**src/rtl/ifu_fetch_pkg.sv**
```systemverilog
// Shared widths, reset PC and state encoding for the npc instruction-fetch unit.
package ifu_fetch_pkg;

  localparam int RegWidth  = 64;
  localparam int InstWidth = 32;
  localparam logic [RegWidth-1:0] PcRst = 64'h8000_0000;

  // Instructions are 4-byte aligned, so the low INST_ALIGN address bits are always zero.
  localparam int INST_ALIGN = 2;

  typedef enum logic {
    IFU_REQ  = 1'b0,
    IFU_WAIT = 1'b1
  } ifuState_e;

endpackage

```
**src/rtl/ifu_outbuf.sv**
```systemverilog
// Single-entry valid/ready register slice with a flush input, used between pipeline stages.
module ifu_outbuf
  import ifu_fetch_pkg::*;
#(
  parameter int XLEN   = RegWidth,
  parameter int INST_W = InstWidth
) (
  input  logic              clk,
  input  logic              rst_n,
  input  logic              flush,
  input  logic              loadValid,
  input  logic [INST_W-1:0] loadInst,
  input  logic [XLEN-1:0]   loadPc,
  input  logic              outReady,
  output logic              outValid,
  output logic [INST_W-1:0] outInst,
  output logic [XLEN-1:0]   outPc,
  output logic              free
);

  // The slot can take a new entry when it is empty or being drained this cycle.
  assign free = !outValid || outReady;

  // Flush beats a load, a load refills in the same cycle as a drain, otherwise a drain empties the slot.
  always_ff @(posedge clk or negedge rst_n) begin
    if (!rst_n) begin
      outValid <= 1'b0;
      outInst  <= '0;
      outPc    <= '0;
    end else if (flush) begin
      outValid <= 1'b0;
    end else if (loadValid) begin
      outValid <= 1'b1;
      outInst  <= loadInst;
      outPc    <= loadPc;
    end else if (outReady) begin
      outValid <= 1'b0;
    end
  end

endmodule

```
**src/rtl/ifu_fetch.sv**
```systemverilog
// Instruction-fetch initiator: owns the PC, issues one word request at a time and
// hands fetched instructions to decode, discarding stale fetches after a redirect.
module ifu_fetch
  import ifu_fetch_pkg::*;
#(
  parameter int XLEN   = RegWidth,
  parameter int INST_W = InstWidth,
  parameter logic [XLEN-1:0] PC_RST = PcRst
) (
  input  logic              clk,
  input  logic              rst_n,
  output logic              imem_req_valid,
  input  logic              imem_req_ready,
  output logic [XLEN-1:0]   imem_req_addr,
  input  logic              imem_resp_valid,
  input  logic [INST_W-1:0] imem_resp_inst,
  output logic              inst_valid,
  input  logic              inst_ready,
  output logic [INST_W-1:0] inst,
  output logic [XLEN-1:0]   inst_pc,
  input  logic              redirect_valid,
  input  logic [XLEN-1:0]   redirect_pc
);

  localparam logic [XLEN-1:0] PcStep    = XLEN'(1) << INST_ALIGN;
  localparam logic [XLEN-1:0] AlignMask = PcStep - XLEN'(1);

  ifuState_e       state;
  logic [XLEN-1:0] pc;
  logic            drop;
  logic            bufFree;
  logic            reqFire;
  logic            respAccept;
  logic            respLoad;
  logic [XLEN-1:0] redirectTarget;

  assign redirectTarget = redirect_pc & ~AlignMask;
  assign imem_req_addr  = pc & ~AlignMask;
  assign imem_req_valid = rst_n && (state == IFU_REQ) && bufFree;
  assign reqFire        = imem_req_valid && imem_req_ready;
  assign respAccept     = (state == IFU_WAIT) && imem_resp_valid;
  assign respLoad       = respAccept && !drop && !redirect_valid;

  // Request/response sequencing; a redirect replaces the PC and marks any still-outstanding fetch as stale.
  always_ff @(posedge clk or negedge rst_n) begin
    if (!rst_n) begin
      state <= IFU_REQ;
      pc    <= PC_RST;
      drop  <= 1'b0;
    end else begin
      case (state)
        IFU_REQ: begin
          if (reqFire) begin
            state <= IFU_WAIT;
            drop  <= redirect_valid;
          end
        end
        IFU_WAIT: begin
          if (respAccept) begin
            state <= IFU_REQ;
            drop  <= 1'b0;
          end else if (redirect_valid) begin
            drop  <= 1'b1;
          end
        end
        default: state <= IFU_REQ;
      endcase
      if (redirect_valid) begin
        pc <= redirectTarget;
      end else if (respLoad) begin
        pc <= pc + PcStep;
      end
    end
  end

  ifu_outbuf #(
    .XLEN  (XLEN),
    .INST_W(INST_W)
  ) uOutbuf (
    .clk      (clk),
    .rst_n    (rst_n),
    .flush    (redirect_valid),
    .loadValid(respLoad),
    .loadInst (imem_resp_inst),
    .loadPc   (pc),
    .outReady (inst_ready),
    .outValid (inst_valid),
    .outInst  (inst),
    .outPc    (inst_pc),
    .free     (bufFree)
  );

endmodule
```
**config.mk**
```make
export PLATFORM = sky130hd
export DESIGN_NAME = ifu_fetch
export DESIGN_NICKNAME = d
export VERILOG_FILES = /design/src/rtl/ifu_fetch_pkg.sv /design/src/rtl/ifu_outbuf.sv /design/src/rtl/ifu_fetch.sv
export SDC_FILE = /design/constraint.sdc
export NUM_CORES = 1
export LEC_CHECK = 0
export ABC_CLOCK_PERIOD_IN_PS = 7000
export CORE_MARGIN = 1
export CORE_UTILIZATION = 48
export CTS_CLUSTER_DIAMETER = 150
export DETAILED_ROUTE_END_ITERATION = 8
export PLACE_DENSITY_LB_ADDON = 0.05
export SYNTH_ARGS = -nofsm -noshare
export SYNTH_HDL_FRONTEND = slang
export SYNTH_SLANG_ARGS = --single-unit
```
**constraint.sdc**
```tcl
create_clock -name clk -period 7 [get_ports clk]
set_clock_uncertainty 0.2 [all_clocks]
set_input_delay 2.1 -clock clk [delete_from_list [all_inputs] [get_ports clk]]
set_output_delay 2.1 -clock clk [all_outputs]
set_load 0.05 [all_outputs]
```
==> results.md <==
- Vias in the first global route: 6043
- Global route overflow: 0
- Core Region: 0.0146 mm2
- Top-area cell type share of the netlist area: 0.549
- CTS hold repair buffers: 0
- Max clock buf depth: 2
- Top FF cell, synth: dfrtp_1
- Hold slack: 0.305 ns
- Clock Latency Late Sink: 0.42 ns
- Status: finished clean
- H-tree lvl count: 4
- Crit path largest cell delay: 0.85 ns
- Critical Path AT: 3.70 ns
- DRC viols: 0
- Final worst-path cycle share: 0.857
- Clock-pin slew on the worst setup and hold paths: 0.06 ns
- Area grow syn2layout: 45.0%
- CTS Root Cell: clkbuf_16
- Die H: 125 um
- Pwr/cell area: 417 mW/mm2
- All-Layer GR Usage: 0.255
- Routed wire length: 19000 um
- NetSw: 0.00186 W
- Fraction of layout cells with a size suffix above 1: 0.167
- Final min period: 6.00 ns
- TritonCTS Buffers: 17
- Placed insts: 1040
- Die ar.: 0.0155 mm2
- IO buf count: 257
- Clock share of power: 0.211
- CTS tree: yes
- Sw frac: 0.427
- Worst setup EP type: output pin
- Per-cell routed wire length: 17.7 um
- Most used cell along the critical path: clkdlybuf4s50_1
- CP required: 4.70 ns
- Post-layout nets: 978
- CTS sink cnt: 159
- Final count of pins violating max slew: 0
- Post-synthesis async set-or-reset flop share: 1.00
- Commonest cells after routing, fill and taps aside: clkdlybuf4s50_1 (255), dfrtp_1 (158), mux2_2 (95), nand2_1 (59), o21ai_0 (42)
- Register Area: 0.00398 mm2
- First-pass GRT wire length: 31300 um
- Final Non-Filler Cells: 1072
- ANT cells: 0
- Area of the multi-input gates: 0.00300 mm2
- # IOs: 264
- Initial antenna violation count: 0
- Synth Warn #: 0
- Drt pass-1 iters: 6
- Final Hold Fails: 0
- Flops & latches, synth: 159
- Final Util: 0.716
- Commonest non-fill, non-tap cell in the layout: clkdlybuf4s50_1
- Reg power frac: 0.320
- Final setup vio count: 0
- Worst vdd ir: 0.307 mV
- Slew at the pin closest to its max-slew limit: 1.11 ns
- DRT iter0 DRCs: 467
- Synth cell types: 44
- Max-slew headroom: 0.257
- Crit path max fanout: 2
- CP startpoint kind: primary input
- TNS Setup: 0 ns
- Hold WC Path Type: register to register
- RePlAce Congestion: 0.764
- Largest net degree at the start of global routing: 74
- Routed Antenna Nets: 0
- Post-synthesis sequential area ratio: 0.553
- Fmax: 0.167 GHz
- Detailed Place HPWL: 13400 um
- Yosys top cell by area: dfrtp_1
- RSZ-0062 raised after global routing: no
- Filler Cells Inserted: 1049
- Postcts setup bufs: 0
- P_int: 0.00249 W
- Comb pwr share: 0.469
- Cell area after synthesis: 0.00720 mm2
- Vias/cell: 5.59
- Via count: 5997
- Post-synth EDFFs: 0
- Critical-path cell list: clkdlybuf4s50_1 -> nor2b_1 -> nor3b_1 -> clkdlybuf4s50_1
- Initial core utilization: 0.494
- Area contributors post-synth: dfrtp_1 (55%), mux2_2 (15%), nand2_1 (3.1%)
- Die X: 125 um
- Avg Inst Size Synth: 11.5 um2
- Setup Crit Path Kind: primary input to output pin
- Leakage: 4.12 nW
- Max cap viols: 0
- Cell Rows: 44
- CP max-delay cell: clkdlybuf4s50_1
- Cells after Synth: 629
- Post-cts resize count: 0
state kept, by name (all words and copies together), names as in the netlist:
register          count
drop                  1
pc                   62
state                 1
uOutbuf.outInst      32
uOutbuf.outPc        62
uOutbuf.outValid      1
worst paths after layout:
path / from / endpoint / slack, ns / cells past startpoint
worst max-delay path: inst_ready / imem_req_valid / 1.0 / 4
worst min-delay path: uOutbuf.outInst[16]$_DFFE_PN0P_ / uOutbuf.outInst[16]$_DFFE_PN0P_ / 0.30 / 1
worst max register to register: state$_DFF_PN0_ / pc[39]$_DFFE_PN0N_ / 3.57 / 5
worst min register to register: uOutbuf.outInst[16]$_DFFE_PN0P_ / uOutbuf.outInst[16]$_DFFE_PN0P_ / 0.30 / 1
max in group asynchronous: rst_n / uOutbuf.outPc[60]$_DFFE_PN0P_ / 3.92 / 2
min in group asynchronous: rst_n / uOutbuf.outPc[40]$_DFFE_PN0P_ / 1.38 / 1
kinds of logic (layout without fill, tap and decap cells):
logic type	count (synthesis)	in the layout	synth area share
DFF	159	159	0.553
adders and majority gates	1	1	0.00174
xor gates and xnor gates	33	33	0.0401
other	1	4	0.000521
and+or+nand+nor	198	198	0.142
buffers and inverters	48	304	0.0354
AOI/OAI and AO/OA	93	93	0.0773
muxes	96	96	0.150
layout make-up:
cell class              count  share of cell area
flip-flops and latches    159               0.381
multi-input cells         425               0.287
repair buffers            264               0.251
clock buffers              23              0.0457
well taps                 184              0.0220
clock inverters             9              0.0104
inverters                   8             0.00287
per-layer routing:
layer / vias to the layer above / routed length, um / GRT usage
met5: - / 0 / 0
met4: 0 / 408 / 0.0950
met3: 32 / 1300 / 0.0756
met2: 230 / 9480 / 0.422
met1: 2967 / 7830 / 0.313
li1: 2768 / - / -
critical path: cells and delay by family:
| kind | cells | cell delay, ns |
|---|---|---|
| buffers and inverters | 2 | 1.30 |
| and+or+nand+nor | 2 | 0.29 |
power groups by stage:
stage                     logic [W]  registers [W]  clock network (W)
final                       0.00204        0.00139           0.000920
after CTS                   0.00205        0.00140           0.000936
after global placement      0.00203        0.00139                  0
after detailed placement    0.00205        0.00141                  0
after global routing        0.00211        0.00143           0.000979
after floorplan            0.000311        0.00239                  0
synth_stat cells (2+ instances only):
master      n
a31oi_1    28
and3_1      7
and4_1      2
buf_2       2
buf_4       4
buf_6       4
clkbuf_1   26
clkbuf_8    2
dfrtp_1   158
inv_1       8
mux2_2     95
nand2_1    59
nand3_1    15
nand4_1    27
nor2_1     40
nor3_1      3
nor4_1      4
o21ai_0    42
o31ai_1    20
or2_2       2
or3_1       6
or3_2       2
or4_1      20
or4_2       2
xnor2_1    10
xor2_1     23
metrics by stage:
step | power [W] | instance area, um2 | setup WS (ns)
4_1_cts | 0.00439 | 10400 | 0.991
6_report | 0.00435 | 10400 | 0.999
5_1_grt | 0.00452 | 10400 | 0.932
3_3_place_gp | 0.00342 | 9860 | 0.995
3_5_place_dp | 0.00346 | 9860 | 0.991
2_1_floorplan | 0.00270 | 7210 | 1.36
Note: power is estimated with default switching activity, not from simulation.
